[src/rtl/counter_seq_ctrl.sv]
// rtl/counter_seq_ctrl.sv - configurable up/down counter sequencer with terminal-count strobe
module counter_seq_ctrl #(
  parameter int WIDTH = 4
) (
  input  logic             clk,
  input  logic             reset_n,
  input  logic             cfg_valid,
  output logic             cfg_ready,
  input  logic [WIDTH-1:0] cfg_load,
  input  logic [WIDTH-1:0] cfg_limit,
  input  logic             cfg_dir,
  input  logic             cfg_reload,
  input  logic             start,
  input  logic             stop,
  output logic [WIDTH-1:0] count,
  output logic             busy,
  output logic             tc_pulse,
  output logic [1:0]       state_o
);

  typedef enum logic [1:0] {
    IDLE   = 2'd0,
    LOADED = 2'd1,
    RUN    = 2'd2,
    DONE   = 2'd3
  } state_t;

  localparam logic [WIDTH-1:0] ONE = WIDTH'(1);

  state_t           state, state_nxt;
  logic [WIDTH-1:0] count_nxt;
  logic [WIDTH-1:0] load_q, limit_q;
  logic             dir_q, reload_q;
  logic             cfg_fire, tc_nxt;

  assign cfg_ready = (state != RUN);
  assign cfg_fire  = cfg_valid & cfg_ready;
  assign state_o   = state;

  always_comb begin
    state_nxt = state;
    count_nxt = count;
    tc_nxt    = 1'b0;
    case (state)
      IDLE: begin
        if (cfg_fire) begin
          state_nxt = LOADED;
          count_nxt = cfg_load;
        end
      end
      LOADED: begin
        if (cfg_fire) begin
          count_nxt = cfg_load;
        end else if (start) begin
          state_nxt = RUN;
        end
      end
      RUN: begin
        // Terminal count takes priority over a pause request.
        if (count == limit_q) begin
          tc_nxt = 1'b1;
          if (reload_q) begin
            count_nxt = load_q;
            state_nxt = stop ? LOADED : RUN;
          end else begin
            state_nxt = DONE;
          end
        end else if (stop) begin
          state_nxt = LOADED;
        end else begin
          count_nxt = dir_q ? (count - ONE) : (count + ONE);
        end
      end
      DONE: begin
        if (cfg_fire) begin
          state_nxt = LOADED;
          count_nxt = cfg_load;
        end else if (start) begin
          state_nxt = RUN;
          count_nxt = load_q;
        end
      end
      default: state_nxt = IDLE;
    endcase
  end

  always_ff @(posedge clk or negedge reset_n) begin
    if (!reset_n) begin
      state    <= IDLE;
      count    <= '0;
      busy     <= 1'b0;
      tc_pulse <= 1'b0;
      load_q   <= '0;
      limit_q  <= '0;
      dir_q    <= 1'b0;
      reload_q <= 1'b0;
    end else begin
      state    <= state_nxt;
      count    <= count_nxt;
      busy     <= (state_nxt == RUN);
      tc_pulse <= tc_nxt;
      if (cfg_fire) begin
        load_q   <= cfg_load;
        limit_q  <= cfg_limit;
        dir_q    <= cfg_dir;
        reload_q <= cfg_reload;
      end
    end
  end

endmodule
[config.mk]
export PLATFORM = sky130hd
export DESIGN_NAME = counter_seq_ctrl
export DESIGN_NICKNAME = d
export VERILOG_FILES = /design/src/rtl/counter_seq_ctrl.sv
export SDC_FILE = /design/constraint.sdc
export NUM_CORES = 1
export LEC_CHECK = 0
export ABC_AREA = 1
export ABC_CLOCK_PERIOD_IN_PS = 1600
export BUFFER_PORTS_ARGS = -buffer_cell sky130_fd_sc_hd__clkbuf_2
export CORE_UTILIZATION = 43
export CTS_BUF_LIST = sky130_fd_sc_hd__clkbuf_4
export CTS_CLUSTER_DIAMETER = 80
export DETAILED_ROUTE_END_ITERATION = 16
export GPL_ROUTABILITY_DRIVEN = 0
export PLACE_DENSITY_LB_ADDON = 0.08
export SETUP_SLACK_MARGIN = 0.2
export SLEW_MARGIN = 10
export SYNTH_ARGS = -nofsm -noshare
export SYNTH_HDL_FRONTEND = slang
export SYNTH_SLANG_ARGS = --single-unit
[constraint.sdc]
create_clock -name clk -period 1.6 [get_ports clk]
set_input_delay 0.16 -clock clk [delete_from_list [all_inputs] [get_ports clk]]
set_output_delay 0.16 -clock clk [all_outputs]
set_load 0.02 [all_outputs]
==> impl_results.html, run 1 <==
<table>
<tr><th>Metric</th><th>Value</th></tr>
<tr><th colspan="2">Clock tree</th></tr>
<tr><td>Number of H-tree levels</td><td>1</td></tr>
<tr><td>Clock transition at the registers of the reported paths</td><td>0.11 ns</td></tr>
<tr><td>TritonCTS clock tree</td><td>done</td></tr>
<tr><td>CTS root buffer</td><td>clkbuf_4</td></tr>
<tr><td>CTS Buf Count</td><td>3</td></tr>
<tr><td>Number of buffers between clock root and the deepest sink</td><td>2</td></tr>
<tr><td>Clock latency of the later-clocked register in the worst-skew pair</td><td>0.30 ns</td></tr>
<tr><td>Number of clock sinks</td><td>18</td></tr>
<tr><th colspan="2">Routing</th></tr>
<tr><td>Detailed Route WL</td><td>2570 um</td></tr>
<tr><td>Post-DRT Antenna Nets</td><td>0</td></tr>
<tr><td>First-pass DRT Iterations</td><td>4</td></tr>
<tr><td>1st-iter DRT viols</td><td>13</td></tr>
<tr><td>Vias/cell</td><td>4.81</td></tr>
<tr><td>Average wire per standard cell</td><td>11.6 um</td></tr>
<tr><td>Drc violations</td><td>0</td></tr>
<tr><td>Detailed-route via count</td><td>1062</td></tr>
<tr><th colspan="2">Layout</th></tr>
<tr><td>Summed area of non-filler cells in the final layout</td><td>0.00148 mm2</td></tr>
<tr><td>Share of layout cells above drive strength 1</td><td>0.387</td></tr>
<tr><td>Number of fill cells</td><td>253</td></tr>
<tr><td>Diodes inserted</td><td>0</td></tr>
<tr><td>Layout overhead on the synthesized area</td><td>32.3%</td></tr>
<tr><td>Leading cell types in the layout, fill and taps excluded</td><td>nand2_1 (40), clkbuf_2 (23), inv_1 (18)</td></tr>
<tr><td>Nets@finish</td><td>210</td></tr>
<tr><td>Commonest non-fill, non-tap cell in the layout</td><td>nand2_1</td></tr>
<tr><th colspan="2">Place</th></tr>
<tr><td>Buffers added on ports</td><td>23</td></tr>
<tr><td>Cell area reported after detailed placement</td><td>0.00129 mm2</td></tr>
<tr><td>DP HPWL</td><td>1850 um</td></tr>
<tr><th colspan="2">Yosys</th></tr>
<tr><td>Total number of yosys warnings</td><td>0</td></tr>
<tr><td>Area share of the largest cell type after synthesis</td><td>0.404</td></tr>
<tr><td>Share of the yosys chip area belonging to registers</td><td>0.404</td></tr>
<tr><td>Cells taking the most area after synthesis</td><td>dfrtp_1 (40%), nand2_1 (15%), inv_1 (7.4%)</td></tr>
<tr><td>Average footprint of a synthesized cell</td><td>7.29 um2</td></tr>
<tr><td>Netlist Area Pre-Place</td><td>0.00111 mm2</td></tr>
<tr><td>Library cells used by synthesis</td><td>22</td></tr>
<tr><td>Synthesis-stage register bit count</td><td>18</td></tr>
<tr><td>Synth Instances</td><td>153</td></tr>
<tr><td>Area leader, netlist</td><td>dfrtp_1</td></tr>
<tr><td>Synthesized netlist net count</td><td>171</td></tr>
<tr><th colspan="2">Pwr</th></tr>
<tr><td>Switching share of power</td><td>0.400</td></tr>
<tr><td>Worst supply voltage drop on vdd</td><td>0.000548 V</td></tr>
<tr><td>Internal power</td><td>923 uW</td></tr>
<tr><td>Logic gate share of total power</td><td>0.457</td></tr>
<tr><td>Static leakage</td><td>0.000803 uW</td></tr>
<tr><td>Total power per unit cell area</td><td>1040 mW/mm2</td></tr>
<tr><td>Power dissipated by switching net loads</td><td>615 uW</td></tr>
<tr><td>Share of power burned in the clock network</td><td>0.159</td></tr>
<tr><td>Total chip power</td><td>1540 uW</td></tr>
<tr><td>Portion of total power attributed to sequential cells</td><td>0.384</td></tr>
<tr><th colspan="2">Outcome</th></tr>
<tr><td>Run status</td><td>completed</td></tr>
<tr><th colspan="2">STA</th></tr>
<tr><td>Unrepaired setup endpoints after global routing</td><td>true</td></tr>
<tr><td>Share of the clock period used by the worst path</td><td>0.905</td></tr>
<tr><td>Setup skew after layout</td><td>0.00270 ns</td></tr>
<tr><td>Max Fclk</td><td>691 MHz</td></tr>
<tr><td>Number of max-slew violations in the final report</td><td>0</td></tr>
<tr><td>Clock period minus final worst setup slack</td><td>1.45 ns</td></tr>
<tr><td>Transition time at the pin with the least slew margin</td><td>0.475 ns</td></tr>
<tr><td>Final number of setup-violating endpoints</td><td>0</td></tr>
<tr><td>Setup TNS</td><td>0 ns</td></tr>
<tr><td>Worst rel slew slack</td><td>0.683</td></tr>
<tr><td>Final hold vios</td><td>0</td></tr>
<tr><th colspan="2">Hold path</th></tr>
<tr><td>Min-delay src</td><td>cfg_limit[2]</td></tr>
<tr><td>Hold Crit Endpoint</td><td>limit_q[2]$_DFFE_PN0P_</td></tr>
<tr><td>Count of cells along the worst hold path</td><td>3</td></tr>
<tr><td>Type of the tightest min-delay check</td><td>in2reg</td></tr>
<tr><th colspan="2">Global route</th></tr>
<tr><td>Via count of the first global-routing pass</td><td>958</td></tr>
<tr><td>Number of antenna violations at the first check in global routing</td><td>0</td></tr>
<tr><td>Overall track demand over capacity in global routing</td><td>0.208</td></tr>
<tr><td>First-pass GRT wire length</td><td>4090 um</td></tr>
<tr><td>Maximum number of pins on one net before global-route repair</td><td>19</td></tr>
<tr><td>Remaining global-route overflow</td><td>0</td></tr>
<tr><th colspan="2">Critical path</th></tr>
<tr><td>Required time of the worst setup path</td><td>1.80 ns</td></tr>
<tr><td>Critical path start-end classification</td><td>reg2reg</td></tr>
<tr><td>Data arrival time of the critical path</td><td>1.65 ns</td></tr>
<tr><td>Launch instance of the worst register-to-register path</td><td>dir_q$_DFFE_PN0P_</td></tr>
<tr><td>Logic depth of the worst register-to-register path</td><td>6</td></tr>
<tr><td>R2r setup slk</td><td>0.15 ns</td></tr>
<tr><td>Maximum fanout count along the critical path</td><td>4</td></tr>
<tr><td>Setup crit end kind</td><td>flop</td></tr>
<tr><td>Startpoint kind of the worst setup timing path</td><td>flop</td></tr>
<tr><td>Launching element of the worst setup path</td><td>dir_q$_DFFE_PN0P_</td></tr>
<tr><td>Critical R2R Capture</td><td>count[1]$_DFFE_PN0P_</td></tr>
<tr><th colspan="2">Die</th></tr>
<tr><td>DIE HEIGHT</td><td>52.9 um</td></tr>
<tr><td>Starting Density</td><td>0.454</td></tr>
<tr><td>Area enclosed by the die boundary</td><td>0.00280 mm2</td></tr>
<tr><td>Width of the chip</td><td>52.9 um</td></tr>
<tr><td># IOs</td><td>24</td></tr>
<tr><td>Core region area</td><td>0.00245 mm2</td></tr>
<tr><td>Site Rows</td><td>18</td></tr>
<tr><th colspan="2">Job</th></tr>
<tr><td># Max-Cap Violations</td><td>0</td></tr>
</table>
-- cell families (layout without fill, tap and decap cells) --
| family | count (synthesis) | in the layout | synth area share |
|---|---|---|---|
| AO/OA/AOI/OAI | 13 | 13 | 0.0584 |
| XOR/XNOR | 1 | 1 | 0.00786 |
| adder cells (fa/ha/maj) | 3 | 3 | 0.0404 |
| flip-flops | 18 | 18 | 0.404 |
| AND/OR/NAND/NOR | 91 | 91 | 0.397 |
| buffers and inverters | 27 | 65 | 0.0920 |
-- synthesized netlist by cell type --
master,count
nand2_1,46
inv_1,22
dfrtp_1,18
nand3_1,12
nor2_1,12
a21oi_1,9
nand2_2,5
nand3b_1,5
nor2_4,4
and2_1,3
inv_2,3
o21ai_1,3
ha_1,2
buf_2,1
clkbuf_1,1
fa_1,1
nand2_4,1
nand3_2,1
nand4_1,1
nor3_1,1
o21ai_0,1
xnor2_1,1
-- cell type report --
cell class                      count  area, um2  area share
Tap cell                           30       37.5      0.0254
Multi-Input combinational cell    108        644       0.437
Clock buffer                        3       22.5      0.0153
Timing Repair Buffer               36        215       0.146
Inverter                           25       96.3      0.0653
Sequential cell                    18        455       0.309
Clock inverter                      1       3.75     0.00254
-- worst max-delay path by stage --
stage	to	slack, ns	depth (start not counted)
floorplan	count[2]$_DFFE_PN0P_	0.19	7
global placement	count[2]$_DFFE_PN0P_	0.14	7
detailed placement	count[1]$_DFFE_PN0P_	0.12	10
CTS	count[1]$_DFFE_PN0P_	0.19	6
global route	count[3]$_DFFE_PN0P_	0.05	10
finish	count[1]$_DFFE_PN0P_	0.15	6
-- through the flow --
step / setup slack, ns / cells / hold slack (ns) / utilization
6_report: 0.152 / 221 / 0.0899 / 0.601
5_1_grt: 0.0526 / 221 / 0.105 / 0.601
4_1_cts: 0.185 / 219 / 0.0895 / 0.583
3_5_place_dp: 0.122 / 205 / 0.139 / 0.524
3_3_place_gp: 0.140 / 205 / 0.135 / 0.524
2_1_floorplan: 0.190 / 153 / -0.136 / -
-- routing by layer --
| metal | GRT usage | wire [um] | vias to the layer above |
|---|---|---|---|
| met5 | 0 | 0 | - |
| met3 | 0.0259 | 83 | 5 |
| met2 | 0.369 | 1280 | 20 |
| li1 | - | - | 553 |
| met1 | 0.247 | 1170 | 484 |
| met4 | 0.0921 | 42 | 0 |
-- state kept, by name, indices dropped and copies added, names as in the netlist --
| register | count |
|---|---|
| count | 4 |
| load_q | 4 |
| reload_q | 1 |
| limit_q | 4 |
| tc_pulse | 1 |
| state_o | 2 |
| dir_q | 1 |
| busy | 1 |
-- what timing repair did --
action	4_1_cts	5_1_grt
gates cloned	0	0
buffers inserted	9	2
endpoints found under the hold margin	18	0
resized for setup	16	6
setup endpoints to repair	4	6
hold buffers	1	0
pin swaps	8	8
-- power groups by stage --
stage	registers [uW]	clock network, uW	logic, uW
final	590	245	703
after detailed placement	598	0	526
after CTS	589	248	640
after global routing	600	266	788
after floorplan	624	0	353
after global placement	594	0	518
-- worst max-delay path: stages (launching register included) --
cell and delay [ns]:
dfrtp_2 0.44, inv_2 0.07, fa_2 0.52, nand3b_1 0.11
nand3_1 0.08, nand2_1 0.09, nand2_1 0.05
Power figures use the tool's default switching activity.
==> inputs of run 2 (changes only) <==
--- a/config.mk
+++ b/config.mk
@@ -13,7 +13,7 @@
 export CTS_CLUSTER_DIAMETER = 80
 export DETAILED_ROUTE_END_ITERATION = 16
 export GPL_ROUTABILITY_DRIVEN = 0
-export PLACE_DENSITY_LB_ADDON = 0.08
+export PLACE_DENSITY = 0.65
 export SETUP_SLACK_MARGIN = 0.2
 export SLEW_MARGIN = 10
 export SYNTH_ARGS = -nofsm -noshare
==> impl_results.html, run 2 (same netlist as run 1, synthesis figures left out) <==
<table>
<tr><th>Metric</th><th>Value</th></tr>
<tr><th colspan="2">Outcome</th></tr>
<tr><td>Run status</td><td>finished with violations</td></tr>
<tr><td>Violated checks</td><td>design-rule violations</td></tr>
<tr><th colspan="2">Clock tree</th></tr>
<tr><td>Number of H-tree levels</td><td>1 (unchanged)</td></tr>
<tr><td>CTS Buf Count</td><td>3 (unchanged)</td></tr>
<tr><td>Clock latency of the later-clocked register in the worst-skew pair</td><td>0.29 ns (about the same)</td></tr>
<tr><td>Number of buffers between clock root and the deepest sink</td><td>2 (unchanged)</td></tr>
<tr><td>Clock transition at the registers of the reported paths</td><td>0.11 ns (about the same)</td></tr>
<tr><td>Number of clock sinks</td><td>18 (unchanged)</td></tr>
<tr><td>CTS root buffer</td><td>clkbuf_4</td></tr>
<tr><td>TritonCTS clock tree</td><td>done</td></tr>
<tr><th colspan="2">STA</th></tr>
<tr><td>Unrepaired setup endpoints after global routing</td><td>true</td></tr>
<tr><td>Final hold vios</td><td>0 (unchanged)</td></tr>
<tr><td>Clock period minus final worst setup slack</td><td>1.41 ns (-0.0417 ns)</td></tr>
<tr><td>Setup skew after layout</td><td>0.0126 ns (+0.00993 ns)</td></tr>
<tr><td>Worst-case setup margin in the final layout</td><td>0.194 ns (+0.0417 ns)</td></tr>
<tr><td>Final number of setup-violating endpoints</td><td>0 (unchanged)</td></tr>
<tr><td>Max Fclk</td><td>711 MHz (+3.0%)</td></tr>
<tr><td>Transition time at the pin with the least slew margin</td><td>0.481 ns (+0.00574 ns)</td></tr>
<tr><td>Setup TNS</td><td>0 ns (unchanged)</td></tr>
<tr><td>Share of the clock period used by the worst path</td><td>0.879 (-0.0261)</td></tr>
<tr><td>Number of max-slew violations in the final report</td><td>0 (unchanged)</td></tr>
<tr><td>Worst rel slew slack</td><td>0.680 (-0.00383)</td></tr>
<tr><th colspan="2">Layout</th></tr>
<tr><td>Largest registers in the final layout</td><td>count (4), limit_q (4), load_q (4)</td></tr>
<tr><td>Layout overhead on the synthesized area</td><td>26.5%</td></tr>
<tr><td>Diodes inserted</td><td>0 (unchanged)</td></tr>
<tr><td>Commonest non-fill, non-tap cell in the layout</td><td>nand2_1</td></tr>
<tr><td>Leading cell types in the layout, fill and taps excluded</td><td>nand2_1 (42), clkbuf_2 (23), inv_1 (21)</td></tr>
<tr><td>Nets@finish</td><td>206 (-1.9%)</td></tr>
<tr><td>Share of layout cells above drive strength 1</td><td>0.321 (-0.0666)</td></tr>
<tr><th colspan="2">Routing</th></tr>
<tr><td>First-pass DRT Iterations</td><td>10 (+6)</td></tr>
<tr><td>1st-iter DRT viols</td><td>8 (-5)</td></tr>
<tr><td>Post-DRT Antenna Nets</td><td>0 (unchanged)</td></tr>
<tr><td>Drc violations</td><td>1 (+1)</td></tr>
<tr><td>Average wire per standard cell</td><td>11.5 um (-1.2%)</td></tr>
<tr><td>Detailed Route WL</td><td>2490 um (-3.0%)</td></tr>
<tr><td>Vias/cell</td><td>4.85 (+0.88%)</td></tr>
<tr><td>Detailed-route via count</td><td>1052 (-0.94%)</td></tr>
<tr><th colspan="2">Pwr</th></tr>
<tr><td>Switching share of power</td><td>0.385 (-0.0154)</td></tr>
<tr><td>Worst supply voltage drop on vdd</td><td>0.000593 V (+8.1%)</td></tr>
<tr><td>Static leakage</td><td>0.000784 uW (-2.3%)</td></tr>
<tr><td>Internal power</td><td>896 uW (-3.0%)</td></tr>
<tr><td>Share of power burned in the clock network</td><td>0.175 (+0.016)</td></tr>
<tr><td>Logic gate share of total power</td><td>0.424 (-0.033)</td></tr>
<tr><td>Total power per unit cell area</td><td>1030 mW/mm2 (-1.0%)</td></tr>
<tr><td>Portion of total power attributed to sequential cells</td><td>0.401 (+0.017)</td></tr>
<tr><td>Power dissipated by switching net loads</td><td>560 uW (-9.0%)</td></tr>
<tr><th colspan="2">Die</th></tr>
<tr><td>Area enclosed by the die boundary</td><td>0.00280 mm2 (unchanged)</td></tr>
<tr><td>Starting Density</td><td>0.454 (unchanged)</td></tr>
<tr><td>DIE HEIGHT</td><td>52.9 um (unchanged)</td></tr>
<tr><td># IOs</td><td>24 (unchanged)</td></tr>
<tr><td>Core region area</td><td>0.00245 mm2 (unchanged)</td></tr>
<tr><td>Site Rows</td><td>18 (unchanged)</td></tr>
<tr><td>Width of the chip</td><td>52.9 um (unchanged)</td></tr>
<tr><th colspan="2">Critical path</th></tr>
<tr><td>Launch instance of the worst register-to-register path</td><td>count[3]$_DFFE_PN0P_</td></tr>
<tr><td>Cell chain of the critical path</td><td>inv_1 -&gt; nand2_1 -&gt; nand2_2 -&gt; nor2_4 -&gt; nand2_4 -&gt; nand3_4 -&gt; nand3b_1 -&gt; nand2_1 -&gt; nand2_1</td></tr>
<tr><td>Crit-path most repeated cell</td><td>nand2_1</td></tr>
<tr><td>Setup crit end kind</td><td>flop</td></tr>
<tr><td>Launching element of the worst setup path</td><td>count[3]$_DFFE_PN0P_</td></tr>
<tr><td>Worst path max stage delay</td><td>0.42 ns (-0.10 ns)</td></tr>
<tr><td>Maximum fanout count along the critical path</td><td>8 (+4)</td></tr>
<tr><td>Critical path start-end classification</td><td>reg2reg</td></tr>
<tr><td>Data arrival time of the critical path</td><td>1.59 ns (-0.06 ns)</td></tr>
<tr><td>Max stage delay cell, worst path</td><td>dfrtp_1</td></tr>
<tr><td>Startpoint kind of the worst setup timing path</td><td>flop</td></tr>
<tr><td>Required time of the worst setup path</td><td>1.78 ns (-0.02 ns)</td></tr>
<tr><th colspan="2">Hold path</th></tr>
<tr><td>Type of the tightest min-delay check</td><td>in2reg</td></tr>
<tr><td>Min-delay src</td><td>cfg_limit[1]</td></tr>
<tr><th colspan="2">Global route</th></tr>
<tr><td>Maximum number of pins on one net before global-route repair</td><td>19 (unchanged)</td></tr>
<tr><td>Number of antenna violations at the first check in global routing</td><td>0 (unchanged)</td></tr>
<tr><td>Via count of the first global-routing pass</td><td>977 (+2.0%)</td></tr>
<tr><td>Overall track demand over capacity in global routing</td><td>0.201 (-0.00725)</td></tr>
<tr><td>Remaining global-route overflow</td><td>0 (unchanged)</td></tr>
<tr><td>First-pass GRT wire length</td><td>4030 um (-1.5%)</td></tr>
<tr><th colspan="2">Place</th></tr>
<tr><td>Buffers added on ports</td><td>23 (unchanged)</td></tr>
<tr><td>DP HPWL</td><td>1860 um (+0.50%)</td></tr>
<tr><td>Minimum setup slack after placement</td><td>0.152 ns (+0.0298 ns)</td></tr>
<tr><th colspan="2">Job</th></tr>
<tr><td># Max-Cap Violations</td><td>0 (unchanged)</td></tr>
</table>
[run 2: cell count changes in the layout (fill, tap and decap cells not counted), sizes merged]
cell / change
clkbuf: +1
buf: -4
clkinv: -1
[run 2: power by group through the flow]
stage | sequential [uW] | combinational, uW | clock (uW)
6_report | 583 | 617 | 255
5_1_grt | 593 | 698 | 290
4_1_cts | 583 | 600 | 272
3_5_place_dp | 602 | 522 | 0
3_3_place_gp | 597 | 518 | 0
2_1_floorplan | 624 | 353 | 0
[run 2: area by class of cell]
class / instances / area, um2
Timing Repair Buffer: 32 / 185
Clock buffer: 4 / 30.0
Multi-Input combinational cell: 108 / 606
Tap cell: 30 / 37.5
Sequential cell: 18 / 455
Inverter: 25 / 96.3
Fill cell: 246 / 1040
[run 2: what timing repair did]
item                                    4_1_cts  5_1_grt
hold buffers                                  1        0
pin swaps                                     2        6
endpoints found under the hold margin        18        0
endpoints found under the setup margin        4        4
buffers inserted                              7        0
resized for setup                             4        6
[run 2: final timing paths]
| kind | slack [ns] | cells past startpoint | to |
|---|---|---|---|
| setup reg to reg | 0.19 | 9 | count[0]$_DFFE_PN0P_ |
| setup / recovery | 0.19 | 9 | count[0]$_DFFE_PN0P_ |
| hold / removal | 0.12 | 3 | limit_q[1]$_DFFE_PN0P_ |
| hold reg to reg | 0.54 | 2 | limit_q[3]$_DFFE_PN0P_ |
| max in group asynchronous | 0.89 | 2 | count[0]$_DFFE_PN0P_ |
| min in group asynchronous | 0.34 | 2 | tc_pulse$_DFF_PN0_ |
[run 2: critical path: cells and delay by family (launching register included)]
kind	cells	cell delay (ns)
and+or+nand+nor	8	0.79
DFF	1	0.42
buffers and inverters	1	0.08
[run 2: stage by stage]
stage	total power [uW]	utilization	hold WS [ns]	instance area [um2]	instances
after floorplan	977	-	-0.136	1140	153
after global placement	1110	0.524	0.140	1290	205
after detailed placement	1120	0.524	0.146	1290	205
after CTS	1450	0.565	0.109	1390	217
after global routing	1580	0.574	0.108	1410	217
final	1460	0.574	0.117	1410	217
[run 2: metal layers]
metal / global-route usage / vias up / wire length, um
li1: - / 539 / -
met1: 0.247 / 491 / 1110
met2: 0.350 / 20 / 1280
met3: 0.0345 / 2 / 85
met4: 0.0658 / 0 / 15
met5: 0 / - / 0
